File: src/rtl/pic8259_pkg.sv
// rtl/pic8259_pkg.sv - 8259A command word state encoding and field bit positions
package pic8259_pkg;

    typedef enum logic [2:0] {
        ST_UNINIT    = 3'd0,
        ST_WAIT_ICW2 = 3'd1,
        ST_WAIT_ICW3 = 3'd2,
        ST_WAIT_ICW4 = 3'd3,
        ST_READY     = 3'd4
    } state_t;

    // ICW1 (A0=0, D4=1)
    localparam int ICW1_SEL  = 4;
    localparam int ICW1_LTIM = 3;
    localparam int ICW1_SNGL = 1;
    localparam int ICW1_IC4  = 0;

    // ICW4
    localparam int ICW4_SFNM = 4;
    localparam int ICW4_BUF  = 3;
    localparam int ICW4_MS   = 2;
    localparam int ICW4_AEOI = 1;

    // OCW2
    localparam int OCW2_R    = 7;
    localparam int OCW2_SL   = 6;
    localparam int OCW2_EOI  = 5;

    // OCW3 (D3 separates OCW3 from OCW2)
    localparam int OCW3_SEL  = 3;
    localparam int OCW3_ESMM = 6;
    localparam int OCW3_SMM  = 5;
    localparam int OCW3_P    = 2;
    localparam int OCW3_RR   = 1;
    localparam int OCW3_RIS  = 0;

endpackage

File: src/rtl/rising_edge_detect.sv
// rtl/rising_edge_detect.sv - level to single-cycle pulse on each 0->1 transition
module rising_edge_detect (
    input  logic clock,
    input  logic reset,
    input  logic signal_i,
    output logic pulse_o
);

    logic signal_q;

    always_ff @(posedge clock) begin
        if (reset) begin
            signal_q <= 1'b0;
        end else begin
            signal_q <= signal_i;
        end
    end

    assign pulse_o = signal_i & ~signal_q;

endmodule

File: src/rtl/command_word_decoder.sv
// rtl/command_word_decoder.sv - 8259A ICW sequencer and OCW decoder
// Holds the configuration, mask and read-select state for the rest of the PIC.
module command_word_decoder
    import pic8259_pkg::*;
(
    input  logic       clock,
    input  logic       reset,
    input  logic       write,
    input  logic       read,
    input  logic       address,
    input  logic [7:0] data_bus_in,
    output logic       initialized,
    output logic       level_or_edge_triggered,
    output logic       single_or_cascade,
    output logic [4:0] interrupt_vector_address,
    output logic [7:0] cascade_device_config,
    output logic       auto_eoi,
    output logic       buffered_mode,
    output logic       buffered_master_or_slave,
    output logic       special_fully_nested,
    output logic [7:0] interrupt_mask,
    output logic       eoi_strobe,
    output logic       specific_eoi,
    output logic       set_priority_strobe,
    output logic       rotate_strobe,
    output logic [2:0] ocw2_level,
    output logic       auto_rotate_mode,
    output logic       special_mask_mode,
    output logic       enable_read_register,
    output logic       read_register_isr_or_irr
);

    logic write_edge;
    logic read_edge;

    rising_edge_detect u_write_edge (
        .clock    (clock),
        .reset    (reset),
        .signal_i (write),
        .pulse_o  (write_edge)
    );

    rising_edge_detect u_read_edge (
        .clock    (clock),
        .reset    (reset),
        .signal_i (read),
        .pulse_o  (read_edge)
    );

    state_t state_q, state_d;

    logic       ltim_q, ltim_d;
    logic       sngl_q, sngl_d;
    logic       ic4_q, ic4_d;
    logic [4:0] vector_q, vector_d;
    logic [7:0] cascade_q, cascade_d;
    logic       aeoi_q, aeoi_d;
    logic       buf_q, buf_d;
    logic       ms_q, ms_d;
    logic       sfnm_q, sfnm_d;
    logic [7:0] mask_q, mask_d;
    logic       eoi_q, eoi_d;
    logic       specific_q, specific_d;
    logic       set_prio_q, set_prio_d;
    logic       rotate_q, rotate_d;
    logic [2:0] level_q, level_d;
    logic       arot_q, arot_d;
    logic       smm_q, smm_d;
    logic       err_q, err_d;
    logic       ris_q, ris_d;
    logic       poll_q, poll_d;

    logic is_icw1;
    logic icw_data;
    logic ocw_cmd;
    logic is_ocw2;
    logic is_ocw3;
    logic poll_close;

    assign is_icw1    = write_edge & ~address & data_bus_in[ICW1_SEL];
    assign icw_data   = write_edge & address;
    assign ocw_cmd    = write_edge & ~address & ~data_bus_in[ICW1_SEL] & (state_q == ST_READY);
    assign is_ocw2    = ocw_cmd & ~data_bus_in[OCW3_SEL];
    assign is_ocw3    = ocw_cmd & data_bus_in[OCW3_SEL];
    // A write in the same cycle always wins over the read edge.
    assign poll_close = read_edge & ~address & poll_q & ~write_edge;

    always_ff @(posedge clock) begin
        if (reset) begin
            state_q <= ST_UNINIT;
        end else begin
            state_q <= state_d;
        end
    end

    always_comb begin
        state_d = state_q;
        if (is_icw1) begin
            state_d = ST_WAIT_ICW2;
        end else if (icw_data) begin
            case (state_q)
                ST_WAIT_ICW2: begin
                    if (!sngl_q)    state_d = ST_WAIT_ICW3;
                    else if (ic4_q) state_d = ST_WAIT_ICW4;
                    else            state_d = ST_READY;
                end
                ST_WAIT_ICW3: state_d = ic4_q ? ST_WAIT_ICW4 : ST_READY;
                ST_WAIT_ICW4: state_d = ST_READY;
                default:      state_d = state_q;
            endcase
        end
    end

    always_comb begin
        initialized = (state_q == ST_READY);
    end

    always_comb begin
        ltim_d     = ltim_q;
        sngl_d     = sngl_q;
        ic4_d      = ic4_q;
        vector_d   = vector_q;
        cascade_d  = cascade_q;
        aeoi_d     = aeoi_q;
        buf_d      = buf_q;
        ms_d       = ms_q;
        sfnm_d     = sfnm_q;
        mask_d     = mask_q;
        eoi_d      = 1'b0;
        specific_d = 1'b0;
        set_prio_d = 1'b0;
        rotate_d   = 1'b0;
        level_d    = level_q;
        arot_d     = arot_q;
        smm_d      = smm_q;
        err_d      = err_q;
        ris_d      = ris_q;
        poll_d     = poll_q;

        if (is_icw1) begin
            ltim_d = data_bus_in[ICW1_LTIM];
            sngl_d = data_bus_in[ICW1_SNGL];
            ic4_d  = data_bus_in[ICW1_IC4];
            mask_d = 8'h00;
            smm_d  = 1'b0;
            arot_d = 1'b0;
            poll_d = 1'b0;
            aeoi_d = 1'b0;
            buf_d  = 1'b0;
            ms_d   = 1'b0;
            sfnm_d = 1'b0;
            err_d  = 1'b1;
            ris_d  = 1'b0;
        end else if (icw_data) begin
            case (state_q)
                ST_WAIT_ICW2: vector_d = data_bus_in[7:3];
                ST_WAIT_ICW3: cascade_d = data_bus_in;
                ST_WAIT_ICW4: begin
                    sfnm_d = data_bus_in[ICW4_SFNM];
                    buf_d  = data_bus_in[ICW4_BUF];
                    ms_d   = data_bus_in[ICW4_MS];
                    aeoi_d = data_bus_in[ICW4_AEOI];
                end
                ST_READY:     mask_d = data_bus_in;
                default:      mask_d = mask_q;
            endcase
        end else if (is_ocw2) begin
            level_d = data_bus_in[2:0];
            if (data_bus_in[OCW2_EOI]) begin
                eoi_d      = 1'b1;
                specific_d = data_bus_in[OCW2_SL];
                rotate_d   = data_bus_in[OCW2_R];
            end else if (data_bus_in[OCW2_R] && data_bus_in[OCW2_SL]) begin
                set_prio_d = 1'b1;
            end else if (data_bus_in[OCW2_R]) begin
                arot_d = 1'b1;
            end else if (!data_bus_in[OCW2_SL]) begin
                arot_d = 1'b0;
            end
        end else if (is_ocw3) begin
            if (data_bus_in[OCW3_ESMM]) smm_d = data_bus_in[OCW3_SMM];
            if (data_bus_in[OCW3_RR])   ris_d = data_bus_in[OCW3_RIS];
            if (data_bus_in[OCW3_P]) begin
                poll_d = 1'b1;
                err_d  = 1'b0;
            end
        end else if (poll_close) begin
            poll_d = 1'b0;
            err_d  = 1'b1;
        end
    end

    always_ff @(posedge clock) begin
        if (reset) begin
            ltim_q     <= 1'b0;
            sngl_q     <= 1'b0;
            ic4_q      <= 1'b0;
            vector_q   <= 5'd0;
            cascade_q  <= 8'h00;
            aeoi_q     <= 1'b0;
            buf_q      <= 1'b0;
            ms_q       <= 1'b0;
            sfnm_q     <= 1'b0;
            mask_q     <= 8'h00;
            eoi_q      <= 1'b0;
            specific_q <= 1'b0;
            set_prio_q <= 1'b0;
            rotate_q   <= 1'b0;
            level_q    <= 3'd0;
            arot_q     <= 1'b0;
            smm_q      <= 1'b0;
            err_q      <= 1'b1;
            ris_q      <= 1'b0;
            poll_q     <= 1'b0;
        end else begin
            ltim_q     <= ltim_d;
            sngl_q     <= sngl_d;
            ic4_q      <= ic4_d;
            vector_q   <= vector_d;
            cascade_q  <= cascade_d;
            aeoi_q     <= aeoi_d;
            buf_q      <= buf_d;
            ms_q       <= ms_d;
            sfnm_q     <= sfnm_d;
            mask_q     <= mask_d;
            eoi_q      <= eoi_d;
            specific_q <= specific_d;
            set_prio_q <= set_prio_d;
            rotate_q   <= rotate_d;
            level_q    <= level_d;
            arot_q     <= arot_d;
            smm_q      <= smm_d;
            err_q      <= err_d;
            ris_q      <= ris_d;
            poll_q     <= poll_d;
        end
    end

    assign level_or_edge_triggered  = ltim_q;
    assign single_or_cascade        = sngl_q;
    assign interrupt_vector_address = vector_q;
    assign cascade_device_config    = cascade_q;
    assign auto_eoi                 = aeoi_q;
    assign buffered_mode            = buf_q;
    assign buffered_master_or_slave = ms_q;
    assign special_fully_nested     = sfnm_q;
    assign interrupt_mask           = mask_q;
    assign eoi_strobe               = eoi_q;
    assign specific_eoi             = specific_q;
    assign set_priority_strobe      = set_prio_q;
    assign rotate_strobe            = rotate_q;
    assign ocw2_level               = level_q;
    assign auto_rotate_mode         = arot_q;
    assign special_mask_mode        = smm_q;
    assign enable_read_register     = err_q;
    assign read_register_isr_or_irr = ris_q;

endmodule
File: config.mk
export PLATFORM = sky130hd
export DESIGN_NAME = command_word_decoder
export DESIGN_NICKNAME = d
export VERILOG_FILES = /design/src/rtl/pic8259_pkg.sv /design/src/rtl/rising_edge_detect.sv /design/src/rtl/command_word_decoder.sv
export SDC_FILE = /design/constraint.sdc
export NUM_CORES = 1
export LEC_CHECK = 0
export CORE_MARGIN = 1.5
export CORE_UTILIZATION = 51
export DETAILED_ROUTE_END_ITERATION = 8
export GPL_TIMING_DRIVEN = 0
export PLACE_DENSITY = 0.83
export REMOVE_ABC_BUFFERS = 1
export SKIP_CTS_REPAIR_TIMING = 1
export SYNTH_ARGS = -nofsm -noshare
export SYNTH_HDL_FRONTEND = slang
export SYNTH_SLANG_ARGS = --single-unit
File: constraint.sdc
create_clock -name clock -period 2.1 [get_ports clock]
set_input_delay 0.315 -clock clock [delete_from_list [all_inputs] [get_ports clock]]
set_output_delay 0.315 -clock clock [all_outputs]
set_load 0.02 [all_outputs]
==> flow_summary.yaml <==
outcome:
  status: "finished clean"
clock_tree:
  root_buffer: "clkbuf_8"
  path_clk_slew_ps: 80
  tritoncts: "done"
  htreeDepth: 2
  clock_sinks: 45
  clk_latency_ps: 300
  cts_max_path_buffers: 2
  cts_buffers: 5
yosys:
  synth-seq-cells: 45
  yosys_warnings: 0
  yosysTopAreaCellShare_pct: 46.4
  synth_ff_type: "dfxtp_1"
  synth_cells: 212
  ys_async_sr_fraction_pct: 0
  synth_edf_count: 0
  syn_area_per_cell_sq_um: 9.15
  ys_seq_area_share_pct: 46.4
  netlist_area_sq_um: 1940
  yosys.area.top_type: "dfxtp_1"
  netlist-cell-type-count: 41
  synth_area_leaders: "dfxtp_1, a21oi_1, nand3_1"
placed_design:
  placed_cell_area_sq_um: 2400
  port_buffers: 51
  post-place-ws_ps: -450
  dp.final_hpwl_microns: 2950
  globalplace.congestion: 0.735
timing:
  drv_slew: 0
  max_clock_freq_mhz: 495
  max_slew_margin_pct: 34.1
  fin_skew_ps: 8.16
  min_period_ps: 2020
  setup_viol: 0
  fin_crit_sh_pct: 96.1
  timing.final.ws_setup_ps: 81.8
  tightest_slew_ps: 987
  hold_viol: 0
  rsz0062_at_grt: "no"
detailed_routing:
  viasPerCell: 6.01
  drcViolationCount: 0
  drtIter0Drc: 108
  vias: 1798
  wl_per_cell_microns: 15.6
  drtAntennaViolNets: 0
  detail_route.wirelength_microns: 4660
  dr.pass1.iters: 4
critical_path:
  crit_family: "simple AND/OR/NAND/NOR gates"
  worst-path-stages: 4
  rr_worst_depth: 3
  crit_path_max_incr_delay_ps: 700
  setup.worst_path.end_class: "flip-flop"
  path_cells: "clkdlybuf4s50_1 -> nand4bb_1 -> nand2_2 -> o22ai_1"
  cp_max_fo: 16
  critPathKind: "in -> reg"
  start_kind: "input port"
  slowest_stage: "clkdlybuf4s50_1"
  path_buf_inv: 1
  arrival_ps: 2200
  critPathRequiredTime_ps: 2280
floorplanning:
  chipHeight_microns: 64.7
  row_count: 22
  initial_utilization_pct: 53.0
  io-pin-count: 52
  die_area_sq_um: 4180
  die_w_microns: 64.7
  core-area_sq_um: 3660
global_routing:
  grt_overflow: 0
  grt_pass1_vias: 1481
  track_usage_pct: 22.5
  grt_pass1_wl_microns: 7330
  grt_antenna_before_repair: 0
  grt_max_degree: 28
final_layout:
  nFillCells: 301
  finalInstanceArea_sq_um: 2550
  synthToLayoutAreaGrowth_pct: 31.7
  antenna_cells: 0
  finalNetCount: 263
  drive_above_1_share_pct: 8.37
power_and_ir_drop:
  irDropWorstVdd_mv: 0.570
  power_density_nw_per_um2: 689
  p_leak_uw: 0.000861
min_path:
  hp-class: "reg -> reg"
  hold_depth: 2
job:
  max_cap_violations: 0
through the flow:
| step | hold slack, ps | util, % | instances | TNS (ps) | total power (uW) |
|---|---|---|---|---|---|
| 5_1_grt | 495 | 69.8 | 299 | 0 | 1810 |
| 6_report | 475 | 69.8 | 299 | 0 | 1760 |
| 4_1_cts | 473 | 69.3 | 299 | -2120 | 1760 |
| 2_1_floorplan | 384 | - | 192 | 0 | 935 |
| 3_5_place_dp | 461 | 65.7 | 291 | -9780 | 1010 |
| 3_3_place_gp | 458 | 65.7 | 291 | -8410 | 1010 |
metal layers:
metal | wire length (microns) | global-route usage, % | up-vias
li1 | - | - | 876
met4 | 31 | 6.91 | 0
met3 | 279 | 5.03 | 7
met5 | 0 | 0 | -
met1 | 2160 | 31.7 | 853
met2 | 2190 | 34.5 | 62
report_power, final:
part / switching [uW] / total [uW] / internal [uW]
combinational: 79.2 / 123 / 43.4
clock: 297 / 769 / 473
sequential: 10.6 / 869 / 859
path summary, 6_finish.rpt:
path / startpoint / endpoint / slack [ps]
worst min-delay path: interrupt_vector_address[3]$_SDFFE_PP0P_ / interrupt_vector_address[3]$_SDFFE_PP0P_ / 470
worst max register to register: u_write_edge.signal_q$_SDFF_PP0_ / state_q[2]$_SDFFE_PP0P_ / 340
worst max-delay path: data_bus_in[4] / state_q[2]$_SDFFE_PP0P_ / 80
worst min register to register: interrupt_vector_address[3]$_SDFFE_PP0P_ / interrupt_vector_address[3]$_SDFFE_PP0P_ / 470
placed cells by master, fill, tap and decap left out, drive strengths merged, types with 2 or more instances in the layout:
| cell | netlist | layout |
|---|---|---|
| nor2 | 5 | 5 |
| mux2i | 5 | 5 |
| bufinv | 0 | 2 |
| clkbuf | 8 | 5 |
| nor3b | 2 | 2 |
| or4b | 2 | 2 |
| nand4 | 14 | 14 |
| clkinv | 1 | 2 |
| dfxtp | 45 | 45 |
| nand2b | 2 | 2 |
| o31ai | 9 | 9 |
| dlymetal6s2s | 0 | 2 |
| a21oi | 32 | 32 |
| inv | 5 | 5 |
| nor2b | 3 | 3 |
| nand2 | 3 | 3 |
| clkdlybuf4s50 | 0 | 49 |
| nand4bb | 2 | 2 |
| nand3 | 24 | 24 |
| o21ai | 20 | 20 |
| nor4bb | 2 | 2 |
| nor4b | 2 | 2 |
layout make-up:
type	instances	area [sq um]	share of cell area, %
multi-input cells	141	920	36.0
flip-flops and latches	45	903	35.4
repair buffers	51	515	20.2
clock buffers	5	68.8	2.69
clock inverters	3	65.1	2.55
well taps	48	60.1	2.35
inverters	6	22.5	0.881
cell usage after synthesis (2+ instances only):
cell and count:
a21oi_1 32, buf_2 7, buf_4 2, buf_6 2, clkbuf_1 7, dfxtp_1 45
inv_1 4, mux2i_1 5, nand2_1 2, nand2b_1 2, nand3_1 24, nand4_1 14
nand4bb_1 2, nor2_1 5, nor2b_1 3, nor3b_1 2, nor4b_4 2, nor4bb_1 2
o21ai_0 20, o31ai_1 9
logic make-up (layout without fill, tap and decap cells):
group | after synthesis | count (layout) | synth area share, %
AOI/OAI and AO/OA | 69 | 69 | 21.0
and+or+nand+nor | 67 | 67 | 23.3
DFF | 45 | 45 | 46.4
buffers and inverters | 26 | 65 | 6.70
muxes | 5 | 5 | 2.58
worst reg2reg max path, cell delays in order (launching register included):
cell and delay (ps):
dfxtp_1 400, nand4bb_1 600, nand2_2 520, o22ai_1 120
flip-flops by register name, indices dropped and copies added, names as in the netlist:
signal,cells
auto_eoi,1
u_write_edge.signal_q,1
specific_eoi,1
state_q,3
special_fully_nested,1
single_or_cascade,1
auto_rotate_mode,1
u_read_edge.signal_q,1
poll_q,1
eoi_strobe,1
ocw2_level,3
read_register_isr_or_irr,1
ic4_q,1
rotate_strobe,1
cascade_device_config,8
special_mask_mode,1
enable_read_register,1
interrupt_vector_address,5
interrupt_mask,8
buffered_mode,1
buffered_master_or_slave,1
level_or_edge_triggered,1
set_priority_strobe,1
Power figures use the tool's default switching activity.
